File: config.mk
export PLATFORM = sky130hd
export DESIGN_NAME = div_sequencer
export DESIGN_NICKNAME = d
export VERILOG_FILES = /design/src/rtl/div_sequencer.sv
export SDC_FILE = /design/constraint.sdc
export NUM_CORES = 1
export LEC_CHECK = 0
export CAP_MARGIN = 15
export CORE_ASPECT_RATIO = 0.9
export CORE_MARGIN = 2
export CORE_UTILIZATION = 25
export DETAILED_ROUTE_END_ITERATION = 6
export MAX_ROUTING_LAYER = met4
export PLACE_DENSITY = 0.47
export SLEW_MARGIN = 20
export SYNTH_ARGS = -nofsm -noshare
export SYNTH_HDL_FRONTEND = slang
export SYNTH_SLANG_ARGS = --single-unit
File: constraint.sdc
create_clock -name clk -period 8.2 [get_ports clk]
set_input_delay 1.23 -clock clk [delete_from_list [all_inputs] [get_ports clk]]
set_output_delay 1.23 -clock clk [all_outputs]
set_load 0.03 [all_outputs]
File: src/rtl/div_sequencer.sv
// div_sequencer: multi-cycle RV32M DIV/DIVU/REM/REMU unit for the EX stage.
// Stalls the pipeline while a 32-step restoring division runs, resolves
// divide-by-zero and signed overflow without iterating, and returns a
// registered result together with a one-cycle done pulse.
module div_sequencer #(
    parameter int DATA_WIDTH   = 32,
    parameter int ALUCTR_WIDTH = 5
) (
    input  logic                    clk,
    input  logic                    rst,
    input  logic                    start,
    input  logic [ALUCTR_WIDTH-1:0] alu_ctrl,
    input  logic [DATA_WIDTH-1:0]   op_a,
    input  logic [DATA_WIDTH-1:0]   op_b,
    input  logic                    kill,
    output logic                    busy,
    output logic                    done,
    output logic [DATA_WIDTH-1:0]   result
);

    localparam int CW = $clog2(DATA_WIDTH);

    localparam logic [ALUCTR_WIDTH-1:0] CTRL_DIV  = ALUCTR_WIDTH'(5'b01110);
    localparam logic [ALUCTR_WIDTH-1:0] CTRL_DIVU = ALUCTR_WIDTH'(5'b01111);
    localparam logic [ALUCTR_WIDTH-1:0] CTRL_REM  = ALUCTR_WIDTH'(5'b10000);
    localparam logic [ALUCTR_WIDTH-1:0] CTRL_REMU = ALUCTR_WIDTH'(5'b10001);

    localparam logic [DATA_WIDTH-1:0] MIN_NEG = {1'b1, {(DATA_WIDTH-1){1'b0}}};
    localparam logic [CW-1:0]         LAST_STEP = CW'(DATA_WIDTH - 1);

    typedef enum logic [1:0] {
        IDLE,
        CALC,
        FIX,
        DONE
    } state_t;

    state_t state, state_next;

    logic [CW-1:0]         cnt;
    logic [DATA_WIDTH-1:0] dvd;      // dividend magnitude, shifted out MSB first
    logic [DATA_WIDTH-1:0] dvs;      // divisor magnitude
    logic [DATA_WIDTH-1:0] rem;      // partial remainder (always < dvs)
    logic [DATA_WIDTH-1:0] quo;
    logic                  is_rem;
    logic                  neg_q;
    logic                  neg_r;

    logic                  req_valid;
    logic                  op_signed;
    logic                  op_rem;
    logic                  div_zero;
    logic                  sgn_ovf;
    logic                  special;
    logic [DATA_WIDTH-1:0] a_abs;
    logic [DATA_WIDTH-1:0] b_abs;
    logic [DATA_WIDTH:0]   shifted;
    logic [DATA_WIDTH:0]   trial;
    logic [DATA_WIDTH-1:0] q_fixed;
    logic [DATA_WIDTH-1:0] r_fixed;

    // Request decode, special-case detection and one restoring step.
    always_comb begin
        op_signed = (alu_ctrl == CTRL_DIV) || (alu_ctrl == CTRL_REM);
        op_rem    = (alu_ctrl == CTRL_REM) || (alu_ctrl == CTRL_REMU);
        req_valid = start && (op_signed || (alu_ctrl == CTRL_DIVU) ||
                              (alu_ctrl == CTRL_REMU));
        div_zero  = (op_b == '0);
        sgn_ovf   = op_signed && (op_a == MIN_NEG) && (op_b == '1);
        special   = div_zero || sgn_ovf;
        a_abs     = (op_signed && op_a[DATA_WIDTH-1]) ? -op_a : op_a;
        b_abs     = (op_signed && op_b[DATA_WIDTH-1]) ? -op_b : op_b;
        shifted   = {rem, dvd[DATA_WIDTH-1]};
        trial     = shifted - {1'b0, dvs};
        q_fixed   = neg_q ? -quo : quo;
        r_fixed   = neg_r ? -rem : rem;
    end

    // State register.
    always_ff @(posedge clk or posedge rst) begin
        if (rst) state <= IDLE;
        else     state <= state_next;
    end

    // Next-state logic and handshake outputs.
    always_comb begin
        state_next = state;
        busy       = 1'b0;
        done       = 1'b0;
        if (kill) begin
            state_next = IDLE;
        end else begin
            case (state)
                IDLE: if (req_valid) state_next = special ? DONE : CALC;
                CALC: if (cnt == LAST_STEP) state_next = FIX;
                FIX:  state_next = DONE;
                DONE: state_next = IDLE;
                default: state_next = IDLE;
            endcase
        end
        busy = (state == CALC) || (state == FIX) ||
               ((state == IDLE) && req_valid && !kill);
        done = (state == DONE) && !kill;
    end

    // Datapath: operand capture, iteration, sign correction, result write.
    always_ff @(posedge clk or posedge rst) begin
        if (rst) begin
            cnt    <= '0;
            dvd    <= '0;
            dvs    <= '0;
            rem    <= '0;
            quo    <= '0;
            is_rem <= 1'b0;
            neg_q  <= 1'b0;
            neg_r  <= 1'b0;
            result <= '0;
        end else if (!kill) begin
            case (state)
                IDLE: if (req_valid) begin
                    if (div_zero) begin
                        result <= op_rem ? op_a : '1;
                    end else if (sgn_ovf) begin
                        result <= op_rem ? '0 : MIN_NEG;
                    end else begin
                        cnt    <= '0;
                        dvd    <= a_abs;
                        dvs    <= b_abs;
                        rem    <= '0;
                        quo    <= '0;
                        is_rem <= op_rem;
                        neg_q  <= op_signed && (op_a[DATA_WIDTH-1] ^ op_b[DATA_WIDTH-1]);
                        neg_r  <= op_signed && op_a[DATA_WIDTH-1];
                    end
                end
                CALC: begin
                    cnt <= cnt + 1'b1;
                    dvd <= dvd << 1;
                    if (!trial[DATA_WIDTH]) begin
                        rem <= trial[DATA_WIDTH-1:0];
                        quo <= {quo[DATA_WIDTH-2:0], 1'b1};
                    end else begin
                        rem <= shifted[DATA_WIDTH-1:0];
                        quo <= {quo[DATA_WIDTH-2:0], 1'b0};
                    end
                end
                FIX: result <= is_rem ? r_fixed : q_fixed;
                default: ;
            endcase
        end
    end

endmodule

==> run_results.csv <==
group,metric,value,unit
synthesis,netlist_area,12200,um^2
critical_path,crit_arrival,4.19,ns
cells_and_area,final_core_util,29.9,%
drt,drc,0,
synthesis,syn_avg_cell_area,8.10,um^2
job,maxCapViolCount,0,
cells_and_area,nFillCells,5184,
power_and_ir_drop,power,3.72,mW
sta,final.period_utilization,66.1,%
clocking,path_clk_slew,0.07,ns
sta,hold_viol,0,
critical_path,required,6.97,ns
critical_path,endpoint,"busy",
drt,wl,41100,um
clocking,cts_hold_buf,0,
drt,viasPerCell,5.08,
power_and_ir_drop,ir_worst_vdd,0.000152,V
worst_hold_path,hp-class,"flip-flop to flip-flop",
synthesis,yosysWarnings,0,
synthesis,yosysSeqAreaShare,34.8,%
clocking,cts_setup_buffers,0,
synthesis,synth_fp_nets,1627,
drt,ant_nets,0,
grt,grt_max_degree,107,
synthesis,async_flop_share,100,%
placed_design,portBuffers,106,
synthesis,synth_top_area_share,34.8,%
drt,drt_iter0_drc,806,
critical_path,worstRegToRegCells,10,
drt,vias,11153,
placed_design,dp_slack,2.40,ns
critical_path,r2r_slack,3.94,ns
sta,setup_violations,0,
clocking,h-tree-depth,4,
clocking,cts_made_buffers,17,
critical_path,rr_startpoint,"rem[16]",
clocking,insertion_delay,0.46,ns
grt,grt_pass1_wl,64600,um
synthesis,synthCells,1510,
synthesis,synth_edf_count,0,
sta,timing.slew.headroom,29.0,%
critical_path,critPathKind,"input pin to primary output",
sta,fin_ws,2.78,ns
power_and_ir_drop,power_density,258,nW/um^2
sta,rsz0062_at_grt,"no",
floorplan,ios,107,
clocking,clock_sinks,170,
sta,clock-skew-final,0.0195,ns
sta,tns,0,ns
synthesis,yosysTopAreaCell,"dfrtp_1",
sta,tightest_slew,1.06,ns
synthesis,yosys-top-cells-area,"dfrtp_1 (35%), nand2_1 (7.5%), xor2_1 (6.1%)",
placed_design,gp_congestion,0.848,
critical_path,end_kind,"primary output",
sta,maxSlewViolCount,0,
floorplan,num_rows,76,
sta,whs,0.476,ns
clocking,cts_tree,"done",
clocking,post_cts_resized,0,
synthesis,ys_dominant_reg_cell,"dfrtp_1",
synthesis,ys_types,72,
power_and_ir_drop,power.leakage,5.97,nW
sta,max_freq,0.184,GHz
critical_path,crit_path_start,"alu_ctrl[1]",
critical_path,r2r-end,"rem[29]",
drt,firstDrtPassIters,5,
grt,grtUsageTotal,17.0,%
synthesis,yosys_register_bits,170,
cells_and_area,drive_gt1_share,4.39,%
cells_and_area,nNetsFinal,1678,
clocking,cts_buffer_depth,2,
clocking,clockRootBuffer,"clkbuf_16",
run_status,status,"complete, no violations",
cells_and_area,area_growth,17.8,%
critical_path,crit_fanout,23,
floorplan,start_util,25.4,%
grt,antenna_found_initial,0,
drt,wl_per_cell,18.7,um
floorplan,die_h,214,um
critical_path,startpoint_type,"input pin",
placed_design,dpl.hpwl,29900,um
floorplan,core_area,48100,um^2
floorplan,die_width,237,um
grt,overflow,0,
grt,grt_pass1_vias,10960,
cells_and_area,num_antenna_cells,0,
sta,final.min_clock_period,5.42,ns
floorplan,die-area,50700,um^2
## layer usage
metal	routed length [um]	global-route usage [%]
met1	19900	22.5
met2	18800	26.6
met3	1410	2.41
met4	1050	5.68
met5	0	-
## state kept, by name, indices dropped and copies added (netlist names)
name and count:
dvd 32, dvs 32, quo 32, rem 32, result 32, cnt 5, state 2, is_rem 1
neg_q 1, neg_r 1
## worst min path at each step
stage / from / slack [ns] / depth (start not counted) / end
floorplan: dvd[30] / 0.44 / 2 / dvd[31]
global placement: dvd[0] / 0.46 / 2 / dvd[0]
detailed placement: dvd[0] / 0.46 / 2 / dvd[0]
CTS: dvd[0] / 0.48 / 2 / dvd[0]
global route: dvd[0] / 0.50 / 2 / dvd[0]
finish: dvd[0] / 0.48 / 2 / dvd[0]
## logic make-up (layout without fill, tap and decap cells)
family,after synthesis,in the layout,synth area share [%]
AO/OA/AOI/OAI,441,441,22.6
AND/OR/NAND/NOR,540,540,20.5
multiplexers,22,22,1.80
flip-flops,170,170,34.8
adder cells (fa/ha/maj),44,44,4.56
XOR/XNOR,147,147,10.6
buffers and inverters,146,209,5.13
## cell usage in the layout, fill, tap and decap left out, drive strengths merged, types with 13 or more instances in the layout
cell / Yosys / routed
nand3: 60 / 60
nor4: 15 / 15
o41ai: 15 / 15
o21ai: 156 / 156
nor2: 96 / 96
clkdlybuf4s50: 0 / 106
a21oi: 87 / 87
o21bai: 15 / 15
mux2i: 22 / 22
nand4: 19 / 19
o211ai: 27 / 27
xor2: 85 / 85
xnor2: 62 / 62
a21o: 13 / 13
or4: 18 / 18
ha: 43 / 43
buf: 37 / 14
a31oi: 21 / 21
dfrtp: 170 / 170
inv: 58 / 59
nor3: 19 / 19
nand2b: 14 / 14
nand2: 246 / 246
or3: 16 / 16
clkbuf: 51 / 18
o31ai: 34 / 34
## through the flow
stage          instance area (um^2)  cells
6_report                      14400   2197
5_1_grt                       14400   2197
4_1_cts                       14400   2197
3_5_place_dp                  13800   2166
3_3_place_gp                  13800   2166
2_1_floorplan                 12200   1510
## cell usage after synthesis, types with 4 or more instances
master    instances
nand4_1          19
o211ai_1         27
o41ai_1          15
a22oi_1           7
ha_1             43
o21a_1            6
o31ai_1          34
a221o_1           9
a211o_1           4
a32o_1            4
nor2b_1           6
a211oi_1          5
a21o_1           13
nand3b_1          4
a22o_1            9
nand3_1          60
nor3_1           18
a31oi_1          21
nor4_1           15
or3_1            16
a31o_2            4
and2_1            4
and3_1            9
mux2i_1          22
buf_6             4
o22ai_1          12
buf_2            16
nand2b_1         14
inv_1            58
o21bai_1         15
or4_1            15
nand2_1         244
clkbuf_1         51
nor2_1           96
o21ai_1          54
dfrtp_1         170
a21oi_1          85
xnor2_1          61
buf_1             9
buf_4             8
xor2_1           85
o21ai_0         102
## power by group
part           leakage, nW  switching (mW)  internal (mW)
registers             2.24           0.156           1.06
logic                 3.43            1.02          0.615
clock network        0.292           0.370          0.506
## cell type report
class / instances / area, um^2 / area share, %
Multi-Input combinational cell: 1194 / 7380 / 51.2
Sequential cell: 170 / 4260 / 29.5
Timing Repair Buffer: 120 / 1170 / 8.09
Tap cell: 624 / 781 / 5.42
Clock buffer: 18 / 429 / 2.98
Inverter: 58 / 225 / 1.56
Clock inverter: 13 / 176 / 1.22
## worst max-delay path: stages
cell             delay (ns)
clkdlybuf4s50_1        0.41
or4b_1                 0.51
buf_4                  0.26
a21boi_2               0.44
nand2_1                0.20
o21bai_1               0.38
clkdlybuf4s50_1        0.76
Power figures use the tool's default switching activity.
